## src/rtl/sqrt_pkg.sv

```systemverilog
// Shared types and sizing helpers for the square-root reconstruction block.
package sqrt_pkg;

  typedef enum logic [1:0] {
    IDLE = 2'd0,
    BUSY = 2'd1,
    DONE = 2'd2
  } state_t;

  // Accumulator width wide enough that q*q + remainder never wraps internally.
  function automatic int acc_width(input int qw, input int rw);
    int a;
    a = 2 * qw;
    if (rw > a) a = rw;
    return a + 1;
  endfunction

  // Bit-counter width for a given root width.
  function automatic int cnt_width(input int qw);
    return $clog2(qw) + 1;
  endfunction

  localparam int Q_PORT_WIDTH_DEF = 8;
  localparam int CNT_W            = cnt_width(Q_PORT_WIDTH_DEF);

endpackage

```

## src/rtl/sqrt_restore.sv

```systemverilog
// Rebuilds radical = q*q + remainder with a radix-2 shift-add loop,
// one multiplier bit per enabled cycle, valid/ready on both sides.
//
// state | meaning
// IDLE  | ready for an operand pair
// BUSY  | shift-add loop running, one multiplier bit per enabled edge
// DONE  | result presented, waiting for out_ready
module sqrt_restore
  import sqrt_pkg::*;
#(
  parameter int q_port_width = 8,
  parameter int r_port_width = 9,
  parameter int width        = 16
) (
  input  logic                    clk,
  input  logic                    aclr,
  input  logic                    ena,
  input  logic                    in_valid,
  output logic                    in_ready,
  input  logic [q_port_width-1:0] q,
  input  logic [r_port_width-1:0] remainder,
  output logic                    out_valid,
  input  logic                    out_ready,
  output logic [width-1:0]        radical,
  output logic                    overflow,
  output logic                    inconsistent
);

  localparam int AW = acc_width(q_port_width, r_port_width);
  localparam int CW = cnt_width(q_port_width);

  state_t                  r_state;
  state_t                  w_state_nxt;
  logic                    w_in_ready;
  logic                    w_out_valid;
  logic                    w_accept;
  logic                    w_finish;

  logic [AW-1:0]           r_acc;
  logic [AW-1:0]           r_mcand;
  logic [q_port_width-1:0] r_mplier;
  logic [CW-1:0]           r_cnt;
  logic                    r_incons_cap;

  logic [width-1:0]        r_radical;
  logic                    r_overflow;
  logic                    r_inconsistent;

  logic [AW-1:0]           w_addend;
  logic [AW-1:0]           w_acc_sum;
  logic [width-1:0]        w_radical_nxt;
  logic                    w_overflow_nxt;
  logic                    w_incons_nxt;

  // State register; reset wins over the clock enable.
  always_ff @(posedge clk) begin
    if (aclr) begin
      r_state <= IDLE;
    end else if (ena) begin
      r_state <= w_state_nxt;
    end
  end

  // Next-state and handshake decode.
  always_comb begin
    w_state_nxt = r_state;
    w_in_ready  = 1'b0;
    w_out_valid = 1'b0;
    w_accept    = 1'b0;
    w_finish    = 1'b0;
    case (r_state)
      IDLE: begin
        w_in_ready = 1'b1;
        if (in_valid) begin
          w_accept    = 1'b1;
          w_state_nxt = BUSY;
        end
      end
      BUSY: begin
        if (r_cnt == CW'(q_port_width - 1)) begin
          w_finish    = 1'b1;
          w_state_nxt = DONE;
        end
      end
      DONE: begin
        w_out_valid = 1'b1;
        if (out_ready) w_state_nxt = IDLE;
      end
      default: w_state_nxt = IDLE;
    endcase
  end

  // One shift-add step: add the shifted multiplicand when the current bit is set.
  always_comb begin
    w_addend      = r_mplier[0] ? r_mcand : '0;
    w_acc_sum     = r_acc + w_addend;
    w_radical_nxt = width'(w_acc_sum);
    w_incons_nxt  = AW'(remainder) > (AW'(q) << 1);
  end

  // Anything above the output width means the true result did not fit.
  if (AW > width) begin : g_ovf
    assign w_overflow_nxt = |w_acc_sum[AW-1:width];
  end else begin : g_no_ovf
    assign w_overflow_nxt = 1'b0;
  end

  // Datapath: load on accept, iterate in BUSY, latch outputs on the final step
  // so the presented result is stable for the whole DONE state.
  always_ff @(posedge clk) begin
    if (aclr) begin
      r_acc          <= '0;
      r_mcand        <= '0;
      r_mplier       <= '0;
      r_cnt          <= '0;
      r_incons_cap   <= 1'b0;
      r_radical      <= '0;
      r_overflow     <= 1'b0;
      r_inconsistent <= 1'b0;
    end else if (ena) begin
      if (w_accept) begin
        r_acc        <= AW'(remainder);
        r_mcand      <= AW'(q);
        r_mplier     <= q;
        r_cnt        <= '0;
        r_incons_cap <= w_incons_nxt;
      end else if (r_state == BUSY) begin
        r_acc    <= w_acc_sum;
        r_mcand  <= r_mcand << 1;
        r_mplier <= r_mplier >> 1;
        r_cnt    <= r_cnt + CW'(1);
        if (w_finish) begin
          r_radical      <= w_radical_nxt;
          r_overflow     <= w_overflow_nxt;
          r_inconsistent <= r_incons_cap;
        end
      end
    end
  end

  assign in_ready     = w_in_ready;
  assign out_valid    = w_out_valid;
  assign radical      = r_radical;
  assign overflow     = r_overflow;
  assign inconsistent = r_inconsistent;

endmodule

```

## config.mk

```make
export PLATFORM = sky130hd
export DESIGN_NAME = sqrt_restore
export DESIGN_NICKNAME = d
export VERILOG_FILES = /design/src/rtl/sqrt_pkg.sv /design/src/rtl/sqrt_restore.sv
export SDC_FILE = /design/constraint.sdc
export NUM_CORES = 1
export LEC_CHECK = 0
export CAP_MARGIN = 10
export CORE_UTILIZATION = 53
export CTS_BUF_LIST = sky130_fd_sc_hd__clkbuf_4
export DETAILED_ROUTE_END_ITERATION = 8
export GPL_TIMING_DRIVEN = 0
export PLACE_DENSITY = 0.81
export SYNTH_ARGS = -nofsm -noshare
export SYNTH_HDL_FRONTEND = slang
export SYNTH_SLANG_ARGS = --single-unit
```

## constraint.sdc

```tcl
create_clock -name clk -period 2.6 [get_ports clk]
set_input_delay 0.52 -clock clk [delete_from_list [all_inputs] [get_ports clk]]
set_output_delay 0.52 -clock clk [all_outputs]
set_load 0.01 [all_outputs]
```

==> impl_results.md, run 1 <==
* Layout area overhead at 22.6%
* Leakage at 1.78 nW
* 1st-iter DRT viols at 284
* Post-place setup slack at -0.324 ns
* Vias at between 3k and 4k
* Sequential-to-total area share from yosys stat at 36.0%
* Drt wl/cell at between 15 and 20 um
* Worst r2r path cells at 10
* Power Total at 2.32 mW
* Most common cell after layout, fill and taps aside: nand2_1
* Slowest cell on crit path: dfxtp_4
* Kind of end point of the critical path: flip-flop
* Final Max Tran Viols at 0
* Final setup viols at 0
* # clock sinks at 67
* Vert. Die Dim at 85.9 um
* Wire length on met3 at 759 um
* Hold Path Depth at 2
* Max-Cap Viols at 0
* FF-to-FF setup slack at 0.05 ns
* Total GRT Usage at between 20% and 30%
* Initial cell density of the core at between 50% and 60%
* Max Fclk at around 390 MHz
* CTS tree: done
* Die X at 85.9 um
* Worst-Skew Late Latency at 0.44 ns
* First-pass DRT Iterations at 6
* H-tree depth at 3
* Die Area at 7370 um^2
* Synth async-reset ratio at 0%
* Status: completed
* Final Skew at between 0.015 and 0.02 ns
* Mapped Cells at between 400 and 500
* Most frequent cells in the layout: nand2_1, dfxtp_1, nor2_1
* Hold endpoint: r_acc[14]
* Mean number of vias per cell at 5.85
* Post-Route M1 WL at between 4000 and 5000 um
* Crit-path max cell delay at 0.37 ns
* Vias in the first global route at 3411
* HPWL after DPL at ~7300 um
* Net count after synthesis at 515
* IO Port Bufs at 40
* Hold buffers post-CTS at 0
* ANT cells at 0
* Final wirelength at 10200 um
* CP Launch Point: r_mplier[0]
* PwrDens at 508 nW/um^2
* Hold Vio Cnt, Final at 0
* IR Drop Worst-Case VDD at roughly 0.3 mV
* Average cell area after synthesis at roughly 8 um^2
* TritonCTS Buffers at 9
* Synth warn at 0
* Fraction of layout cells with a size suffix above 1 at 10.0%
* Crit Path Class: flip-flop to flip-flop
* Core ar. at 6790 um^2
* Fin crit share at 98.1%
* Top Layer Used: met4
* Initial antenna violation count at 0
* Yosys reg bits at 67
* CP Max Fanout at 3
* Met2 wire len at 4800 um
* Startpoint Class: flip-flop
* Largest net degree at the start of global routing at 14
* Hold WC Path Type: flip-flop to flip-flop
* Cell Area, Synth at 3730 um^2
* Worst reg2reg startpoint: r_mplier[0]
* Min Clock Period, post-route at approximately 2.6 ns
* Number of nets in the layout at 571
* CP required at about 3.0 ns
* CP Cell Sequence: clkbuf_8, and2_4, ha_4, fa_2, a21o_1, a221oi_4, and4bb_2, nand3b_1, xnor2_1, a211oi_1
* Worst Setup Slack, final at 0.0491 ns
* Site Rows at 30
* DRT antenna net count at 0
* First-pass GRT wire length at 16800 um
* GRT Residual Overflow at 0
* Synth Flop Type: dfxtp_1
* Post-synth EDFFs at 0
* Slew margin rel. at around 45%
* Hold Startpoint: r_acc[14]
* Drc violations at 0
* Worst path arrival time at 2.91 ns
* Reg2reg end: overflow
* Post-synthesis cell type count at 51
* GPL Wtd Cong at between 0.9 and 1
* Buffer levels on the longest clock path at 2
* Root Driver: clkbuf_4
* I/O pin count at 42
* Clock transition at path regs at 0.12 ns
* Worst-Margin Slew at between 0.8 and 0.9 ns
-- cell families after synthesis --
group | share of synthesized area (%)
muxes | 0.537
DFF | 36.0
xor gates and xnor gates | 3.05
and+or+nand+nor | 24.9
AOI/OAI and AO/OA | 22.1
adders and majority gates | 8.93
buffers and inverters | 4.46
-- area by class of cell --
| class | count | area, um^2 |
|---|---|---|
| clock inverter | 7 | 124 |
| sequential | 67 | 1350 |
| buffer | 27 | 128 |
| multi-input combinational | 360 | 2280 |
| timing repair buffer | 49 | 472 |
| tap | 96 | 120 |
| clock buffer | 9 | 67.6 |
| fill | 584 | 2220 |
| inverter | 9 | 33.8 |
-- critical path: cells and delay by family (launching register included) --
family,cells,cell delay [ns]
AOI/OAI and AO/OA,3,0.75
xor gates and xnor gates,1,0.16
adders and majority gates,2,0.50
buffers and inverters,1,0.13
DFF,1,0.37
and+or+nand+nor,3,0.57
-- worst max path at each step --
stage                             end  slack (ns)  cells after the start
after CTS                 radical[14]       0.008                     11
after detailed placement     overflow       -0.32                     10
after global placement       overflow       -0.30                     10
final                        overflow        0.05                     10
after global routing      radical[14]       -0.01                     11
after floorplan              overflow        0.03                     10
-- registers in the layout, summed over array words and instances (netlist names), 2 cells and up --
name      count
r_mplier      8
r_cnt         4
r_acc        17
r_mcand      17
radical      16
r_state       2
-- cell usage after synthesis, drive strengths merged (2+ instances only) --
cell	n	share of area (%)
a22oi	11	2.2
dfxtp	67	36
buf	10	1.4
o211ai	6	1.2
nor2b	3	0.50
nand3	3	0.40
a22o	2	0.47
a21o	2	0.40
and3	2	0.37
a31oi	2	0.34
nor2	55	5.5
xnor2	5	1.2
a211oi	6	1.2
a211o	4	0.94
nand2	83	8.4
and2	20	3.4
nor3b	5	1.0
nand2b	2	0.34
o31ai	3	0.74
nor3	8	1.1
nand3b	5	1.0
xor2	8	1.9
o21a	3	0.60
a21oi	39	5.2
mux2i	2	0.54
a311oi	16	3.8
clkbuf	21	2.1
nand4	6	1.0
inv	9	0.91
ha	25	8.4
o21ai	16	2.1
o21bai	2	0.40
nor4b	4	1.1
-- per-stage QoR --
step | hold WS [ns] | instances | utilization, % | setup TNS, ns | cell area, um^2
finish | 0.462 | 624 | 67.3 | 0 | 4570
global route | 0.484 | 624 | 67.3 | -0.0193 | 4570
CTS | 0.462 | 625 | 66.5 | 0 | 4520
detailed placement | 0.446 | 603 | 62.5 | -2.26 | 4250
global placement | 0.437 | 603 | 62.5 | -1.77 | 4250
floorplan | 0.427 | 467 | - | 0 | 3730
-- layer usage --
metal,vias to the layer above,track usage (%)
met4,0,11.2
met1,1696,40.4
li1,1770,-
met3,19,4.52
met5,-,0
met2,168,46.3
-- power by group --
group | internal [mW] | total, mW | switching, mW
registers | 1.06 | 1.09 | 0.0239
logic | 0.124 | 0.321 | 0.197
clock network | 0.492 | 0.916 | 0.424
-- timing repair --
action | in CTS | in global routing
hold endpoints to repair | 0 | 0
gates resized for setup | 10 | 12
setup buffers | 6 | 4
endpoints found under the setup margin | 17 | 15
pin swaps | 7 | 8
(Power assumes the default switching activity.)
==> run 2, diff against run 1 <==
HOLD_SLACK_MARGIN = 0.15   (was not set)
SKIP_LAST_GASP = 1   (was not set)
==> run 2 against run 1 <==
Register-to-register slack improved by 0.02 ns. Sequential share of layout area about the same. Global-route usage stayed put. Sequential power hardly changed. Total power up 0.23%. Clock-buffer cell count is the same. Worst setup slack improved by 0.018 ns.
==> impl_results.md, run 2 (synthesized netlist as in run 1, its figures left out) <==
* Status: completed
* Sequential share of power at between 40% and 50%
* CP required at 2.96 ns
* First-pass GRT wire length at 16800 um
* Final Skew at between 0.015 and 0.02 ns
* Slew margin rel. at 46.8%
* Most common cell after layout, fill and taps aside: nand2_1
* CTS tree: done
* TritonCTS Buffers at 9
* Die X at 85.9 um
* Total GRT Usage at 29.4%
* Final wirelength at 10200 um
* Mean number of vias per cell at 5.84
* Vert. Die Dim at 85.9 um
* Clock transition at path regs at about 0.13 ns
* Site Rows at 30
* HPWL after DPL at 7330 um
* Switching power share of the total at 27.9%
* DP Cell Count at around 600
* Crit Path Class: flip-flop to flip-flop
* Hold Vio Cnt, Final at 0
* Worst path arrival time at between 2 and 3 ns
* Clk network pwr share at approximately two fifths
* Worst-Margin Slew at ~0.8 ns
* Hold WC Path Type: flip-flop to flip-flop
* ANT cells at 0
* Fin crit share at a little over nine tenths
* Vias at between 3k and 4k
* Worst-Skew Late Latency at 0.44 ns
* Final Max Tran Viols at 0
* CP Max Fanout at 3
* Kind of end point of the critical path: flip-flop
* Vias in the first global route at roughly 3.4k
* Max Fclk at 395 MHz
* IO Port Bufs at 40
* Core ar. at 6790 um^2
* Die Area at between 7000 and 8000 um^2
* 1st-iter DRT viols at about 320
* Most frequent cells in the layout: nand2_1, dfxtp_1, nor2_1
* RSZ-0062 raised after global routing: yes
* Drc violations at 0
* Power Total at 2.33 mW
* Max-Cap Viols at 0
* Final non-filler cell total at 624
* Leakage at between 1.5 and 2 nW
* I/O pin count at 42
* Worst Setup Slack, final at 0.0668 ns
* Initial antenna violation count at 0
* Startpoint Class: flip-flop
* IR Drop Worst-Case VDD at 0.299 mV
* Largest net degree at the start of global routing at 14
* DRT antenna net count at 0
* GRT Residual Overflow at 0
* Number of nets in the layout at 571
* Post-place setup slack at -0.324 ns
* P_sw at 650 uW
* First-pass DRT Iterations at 6
* Layout area overhead at 22.5%
* PwrDens at 510 nW/um^2
* Comb power frac at a little over an eighth
* Fraction of layout cells with a size suffix above 1 at about a tenth
* Fin Setup TNS at 0 ns
* Final hold slack at 0.463 ns
* Buffer levels on the longest clock path at 2
* Root Driver: clkbuf_4
* GPL Wtd Cong at 0.906
* # clock sinks at 67
* Initial cell density of the core at 54.9%
* Drt wl/cell at approximately 16 um
* Final setup viols at 0
* H-tree depth at 3
* Int Power at 1.68 mW
* Min Clock Period, post-route at around 2.5 ns
-- run 2: changes by cell type in the layout (fill, tap and decap cells not counted) --
cell     previous run  this run
o21ai_2             1         0
o21ai_1             4         5
-- run 2: final cells by class --
cell class / count / area [um^2]
buffer: 27 / 128
multi-input combinational: 360 / 2280
tap: 96 / 120
timing repair buffer: 49 / 472
fill: 586 / 2230
sequential: 67 / 1350
inverter: 9 / 33.8
clock buffer: 9 / 67.6
clock inverter: 7 / 124
-- run 2: path summary, 6_finish.rpt --
| kind | cells after the start | end | slack, ns | from |
|---|---|---|---|---|
| setup / recovery | 10 | overflow | 0.07 | r_mplier[0] |
| hold / removal | 2 | inconsistent | 0.46 | inconsistent |
| setup reg to reg | 10 | overflow | 0.07 | r_mplier[0] |
| hold reg to reg | 2 | inconsistent | 0.46 | inconsistent |
-- run 2: per-layer routing --
| layer | up-vias | GRT usage, % | part of all wire [%] |
|---|---|---|---|
| li1 | 1767 | - | - |
| met1 | 1691 | 40.4 | 45 |
| met2 | 163 | 46.3 | 46 |
| met3 | 23 | 4.52 | 6.7 |
| met4 | 0 | 11.2 | 2.2 |
| met5 | - | 0 | 0 |
-- run 2: stage by stage --
stage	cell area (um^2)	utilization, %
final	4570	67.2
after global routing	4570	67.2
after CTS	4520	66.5
after detailed placement	4250	62.5
after global placement	4250	62.5
after floorplan	3730	-
-- run 2: power by group through the flow --
stage	clock network, mW	logic, mW	registers, mW
global placement	0	0.284	1.11
floorplan	0	0.190	1.10
detailed placement	0	0.292	1.11
global route	0.970	0.350	1.09
finish	0.923	0.319	1.09
CTS	0.919	0.307	1.08
-- run 2: timing repair --
item,CTS,global route
buffers inserted,6,4
gates resized for setup,10,11
pin swaps,7,8
hold buffers,0,0
setup endpoints to repair,17,15
-- run 2: worst max-delay path, cell delays in order (launching register included) --
cell	delay, ns
dfxtp_4	0.37
clkbuf_8	0.13
and2_4	0.13
ha_4	0.16
fa_2	0.34
a21o_1	0.22
a221oi_4	0.30
and4bb_2	0.27
nand3b_1	0.17
xnor2_1	0.16
a211oi_1	0.22
==> RTL change 1, RTL diff (settings of run 2) <==
Set the parameter `q_port_width` to 9 (it was 8).
--- a/src/rtl/sqrt_restore.sv
+++ b/src/rtl/sqrt_restore.sv
@@ -8,7 +8,7 @@
 module sqrt_restore
   import sqrt_pkg::*;
 #(
-  parameter int q_port_width = 8,
+  parameter int q_port_width = 9,
   parameter int r_port_width = 9,
   parameter int width        = 16
 ) (
Ports: changed (resized q); port bits go from 42 to 43. No check against the original RTL was run, so the function may have changed too.
==> RTL change 1 against run 2 <==
Setup slack better by 37 ps; area after synthesis up 9.3%; sequential cell count up 6; power up 4.4%; clock power down 1%; cell area up 7.8%; wire length up 13%; maximum frequency up 1.5%; critical endpoint is now r_acc[14]; largest cell class unchanged.
==> RTL change 1: results (changes against run 2) <==
| Metric | Value |
|---|---|
| Outcome | finished clean (unchanged) |
| Setup slack at placement | -418 ps (was -324 ps) |
| Sequential-to-total area share from yosys stat | 0.359 (was 0.360) |
| Global-route wire length before repair | 18.2 mm (was 16.8 mm) |
| Data arrival time of the critical path | 2820 ps (was 2890 ps) |
| Port Buf Inserts | 41 (was 40) |
| Start point of the worst hold path | radical[1] (was inconsistent) |
| Unique cell type count in the Yosys netlist | 47 (was 51) |
| Terminating pin of the worst hold path | radical[1] (was inconsistent) |
| Leading post-synthesis cells by instance count | 88 x sky130_fd_sc_hd__nand2_1, 73 x sky130_fd_sc_hd__dfxtp_1, 63 x sky130_fd_sc_hd__nor2_1 (was 83 x sky130_fd_sc_hd__nand2_1, 67 x sky130_fd_sc_hd__dfxtp_1, 55 x sky130_fd_sc_hd__nor2_1) |
| Count of max-cap constraint violations | 0 (unchanged) |
| Total global routing track utilization | 0.301 (was 0.294) |
| 1st-pass router iterations | 7 (was 6) |
| GPL Wtd Cong | 0.891 (was 0.906) |
| Fraction of final layout cells sized beyond drive strength 1 | 0.0952 (was 0.0985) |
| Reg2Reg Capture Point | r_acc[14] (was overflow) |
| Mean instance size in the synthesized netlist | 7.90 um2 (was 7.98 um2) |
| Detailed placement HPWL | 8.15 mm (was 7.33 mm) |
| Min Hold Slack | 462 ps (was 463 ps) |
| Normalized max-slew margin | 0.420 (was 0.468) |
| Buffer levels on the longest clock path | 2 (unchanged) |
| Post-synthesis async set-or-reset flop share | 0 (unchanged) |
| Top cells by area, synth | sky130_fd_sc_hd__dfxtp_1 36%, sky130_fd_sc_hd__ha_1 8.6%, sky130_fd_sc_hd__nand2_1 8.1% (was sky130_fd_sc_hd__dfxtp_1 36%, sky130_fd_sc_hd__ha_1 8.4%, sky130_fd_sc_hd__nand2_1 8.4%) |
| Largest voltage drop on the vdd net | 0.000285 V (was 0.000299 V) |
| Critical path's largest stage delay | 410 ps (was 370 ps) |
| Worst setup skew after layout | 20.9 ps (was 18.1 ps) |
| Routed WL | 11.5 mm (was 10.2 mm) |
| Placed cell areas | 4610 um2 (was 4250 um2) |
| Via count of the first global-routing pass | 3800 (was 3411) |
| P_leak | 1.94 nW (was 1.78 nW) |
| Placed Cells incl. Taps | 656 (was 603) |
| Nets in the synthesized netlist | 568 (was 515) |
| Prevailing post-synth register cell | sky130_fd_sc_hd__dfxtp_1 (unchanged) |
| Nets | 625 (was 571) |
| Number of cells in the finished layout apart from fillers | 677 (was 624) |
| Iteration-0 DRC count of the detailed router | 378 (was 321) |
| Largest driver fanout on the critical path | 10 (was 3) |
| Largest net degree at the start of global routing | 13 (was 14) |
| Total via count in the routed design | 4060 (was 3644) |
| Number of cells on the worst reg-to-reg path | 11 (was 10) |
| Register-to-Register Setup Slack | 100 ps (was 70 ps) |
-- RTL change 1: changes by cell type after synthesis, moves of 4 or more --
cell                       delta
sky130_fd_sc_hd__dfxtp_1      +6
sky130_fd_sc_hd__a21o_1       +7
sky130_fd_sc_hd__a211o_1      -4
sky130_fd_sc_hd__a22oi_1      +4
sky130_fd_sc_hd__nand3b_1     -5
sky130_fd_sc_hd__a311oi_1     +7
sky130_fd_sc_hd__inv_1        +7
sky130_fd_sc_hd__o21a_1       +4
sky130_fd_sc_hd__a21oi_1      +6
sky130_fd_sc_hd__nor2_1       +8
sky130_fd_sc_hd__nor3b_1      -5
sky130_fd_sc_hd__nand2_1      +5
sky130_fd_sc_hd__nand3_1      +7
sky130_fd_sc_hd__o21ai_0      -4
-- RTL change 1: critical path: cells and delay by family (launching register included) --
| kind | cells | cell delay [ps] |
|---|---|---|
| simple gates | 4 | 630 |
| fa+ha+maj | 1 | 310 |
| compound gates | 4 | 690 |
| flops | 1 | 410 |
| buf+inv | 2 | 360 |
-- RTL change 1: layer usage --
metal / vias to the layer above / global-route usage / part of all wire / wire [um]
met3: 26 / 0.0667 / 0.071 / 808
met4: 0 / 0.149 / 0.025 / 285
met2: 181 / 0.484 / 0.47 / 5340
li1: 1932 / - / - / -
met5: - / 0 / 0 / 0
met1: 1921 / 0.382 / 0.44 / 5020
-- RTL change 1: layout make-up --
class                   instances  area (um2)
multi-input cells             396        2510
fillers                       606        2410
flip-flops and latches         73        1470
repair buffers                 47         455
plain buffers                  30         125
well taps                      99         124
clock inverters                 6         106
clock buffers                  10        75.1
inverters                      16        60.1
-- RTL change 1: worst max path at each step --
stage / start / to / slack (ps) / cells after the start
2_1_floorplan: r_mplier[0] / r_acc[14] / 140 / 11
3_3_place_gp: r_mplier[0] / r_acc[14] / -330 / 11
3_5_place_dp: r_mplier[0] / r_acc[14] / -420 / 11
4_1_cts: r_mplier[0] / r_acc[17] / 7 / 10
5_1_grt: r_mplier[0] / overflow / -30 / 10
6_report: r_mplier[0] / r_acc[14] / 100 / 11
-- RTL change 1: power by group --
part	internal [mW]	switching [mW]
Sequential	1.16	0.0267
Combinational	0.126	0.208
Clock	0.493	0.420
Total	1.77	0.655
-- RTL change 1: cell families after synthesis --
family,after synthesis,synth area share
fa+ha+maj,29,0.0909
flops,73,0.359
simple gates,211,0.231
buf+inv,47,0.0454
compound gates,140,0.240
xor+xnor,16,0.0344
-- RTL change 1: timing repair --
action / 4_1_cts / 5_1_grt
pin swaps: 2 / 6
resized for setup: 4 / 20
hold endpoints to repair: 0 / 0
cloned: 0 / 0
setup endpoints to repair: 22 / 13
buffers inserted: 1 / 5
hold buffers: 0 / 0
==> RTL change 2, RTL diff (config.mk and constraints of run 2) <==
Made on the original files. Put one more register stage on the output `overflow`. The value now appears one clock later. The other outputs are not delayed to match.
--- a/src/rtl/sqrt_restore.sv
+++ b/src/rtl/sqrt_restore.sv
@@ -141,7 +141,9 @@
   assign in_ready     = w_in_ready;
   assign out_valid    = w_out_valid;
   assign radical      = r_radical;
-  assign overflow     = r_overflow;
+  always_ff @(posedge clk) begin
+    overflow <= r_overflow;
+  end
   assign inconsistent = r_inconsistent;
 
 endmodule
Check against the original RTL: no difference found for any inputs over 4 cycles, from zero or initial values; that may be too few to reach the edited logic, so the function may still have changed.
==> RTL change 2 against run 2 <==
Die area increased by 0.52%; via count increased by 1.3%; critical path type unchanged; wire length increased by 0.54%; setup slack got worse by 64 ps; largest cell class unchanged; power decreased by 9.2%; cell area decreased by 1.1%; hold slack got worse by 91 ps; area after synthesis increased by 0.54%; count of clock-buffer cells in the layout increased by 3; sequential cell count increased by 1.
==> RTL change 2: results (changes against run 2) <==
| Metric | Value |
|---|---|
| Via count of the first global-routing pass | 3453 (was 3411) |
| Total global routing track utilization | 0.287 (was 0.294) |
| Detailed placement HPWL | 7.56 mm (was 7.33 mm) |
| Number of cells on the worst reg-to-reg path | 9 (was 10) |
| Min Hold Slack | 372 ps (was 463 ps) |
| 1st-pass router iterations | 4 (was 6) |
| Post-CTS resize count | 11 (was 10) |
| Internal Power | 1.52 mW (was 1.68 mW) |
| Routed length on met2 | 4.69 mm (was 4.72 mm) |
| Fraction of final layout cells sized beyond drive strength 1 | 0.0906 (was 0.0985) |
| Top cells by area, synth | sky130_fd_sc_hd__dfxtp_1 36%, sky130_fd_sc_hd__ha_1 8.3%, sky130_fd_sc_hd__nand2_1 8.3% (was sky130_fd_sc_hd__dfxtp_1 36%, sky130_fd_sc_hd__ha_1 8.4%, sky130_fd_sc_hd__nand2_1 8.4%) |
| CTS clock-pin slew for the worst setup and hold paths | 110 ps (was 130 ps) |
| Worst-skew pair later-pin latency | 420 ps (was 440 ps) |
| Reg2Reg Capture Point | r_overflow (was overflow) |
| Register-to-Register Setup Slack | 3 ps (was 70 ps) |
| Met3 track demand over resource in global routing | 0.0337 (was 0.0452) |
| Largest net degree at the start of global routing | 11 (was 14) |
| Nets in the synthesized netlist | 516 (was 515) |
| Number of instances on the worst hold path | 0 (was 2) |
| Met3 Wirelength | 702 um (was 681 um) |
| Global-route wire length before repair | 16.5 mm (was 16.8 mm) |
| Clk sinks | 68 (was 67) |
| Total of fill cells in the finished design | 574 (was 586) |
| GPL Wtd Cong | 0.916 (was 0.906) |
| Nets | 574 (was 571) |
| Largest voltage drop on the vdd net | 0.000299 V (about the same) |
| Setup crit end | r_overflow (was overflow) |
| Outcome | finished clean (unchanged) |
| Leading post-synthesis cells by instance count | 83 x sky130_fd_sc_hd__nand2_1, 68 x sky130_fd_sc_hd__dfxtp_1, 55 x sky130_fd_sc_hd__nor2_1 (was 83 x sky130_fd_sc_hd__nand2_1, 67 x sky130_fd_sc_hd__dfxtp_1, 55 x sky130_fd_sc_hd__nor2_1) |
| P_leak | 1.78 nW (about the same) |
| Global-route track usage on met2 | 0.479 (was 0.463) |
| Per-cell via count in the routed design | 5.89 (was 5.84) |
| Start point of the worst hold path | r_overflow (was inconsistent) |
| Terminating pin of the worst hold path | overflow (was inconsistent) |
| Worst setup skew after layout | 14.4 ps (was 18.1 ps) |
| Met1 Track Usage GR | 0.379 (was 0.404) |
| Post-Route M1 WL | 4.67 mm (was 4.55 mm) |
## RTL change 2: cell types whose count changed in the layout (fill, tap and decap cells not counted), moves of 2 or more
cell	before	now
sky130_fd_sc_hd__buf_4	8	10
sky130_fd_sc_hd__bufinv_16	3	1
sky130_fd_sc_hd__o21ai_0	11	13
sky130_fd_sc_hd__clkbuf_4	9	12
sky130_fd_sc_hd__ha_2	2	0
sky130_fd_sc_hd__clkinv_4	2	0
sky130_fd_sc_hd__o21ai_1	5	3
sky130_fd_sc_hd__ha_1	22	24
## RTL change 2: cell families (layout without fill, tap and decap cells)
| logic type | count (synthesis) | after routing | share of synthesized area |
|---|---|---|---|
| AND/OR/NAND/NOR | 200 | 200 | 0.248 |
| flip-flops | 68 | 68 | 0.363 |
| adder cells (fa/ha/maj) | 26 | 26 | 0.0888 |
| AO/OA/AOI/OAI | 119 | 119 | 0.220 |
| buffers and inverters | 40 | 102 | 0.0444 |
| multiplexers | 2 | 2 | 0.00534 |
| XOR/XNOR | 13 | 13 | 0.0304 |
## RTL change 2: area by class of cell
class | instances | area [um2] | share of cell area
Clock inverter | 3 | 38.8 | 0.00858
Timing Repair Buffer | 50 | 475 | 0.105
Buffer | 28 | 133 | 0.0293
Tap cell | 96 | 120 | 0.0266
Sequential cell | 68 | 1370 | 0.302
Inverter | 9 | 33.8 | 0.00748
Clock buffer | 12 | 90.1 | 0.0199
Multi-Input combinational cell | 360 | 2260 | 0.501
## RTL change 2: through the flow
step | instances | power, mW | utilization | setup WS [ps]
2_1_floorplan | 468 | 1.31 | - | 26.9
3_3_place_gp | 604 | 1.41 | 0.625 | -332
3_5_place_dp | 604 | 1.42 | 0.625 | -351
4_1_cts | 625 | 2.09 | 0.657 | -41.6
5_1_grt | 626 | 2.18 | 0.662 | -75.8
6_report | 626 | 2.11 | 0.662 | 3.10
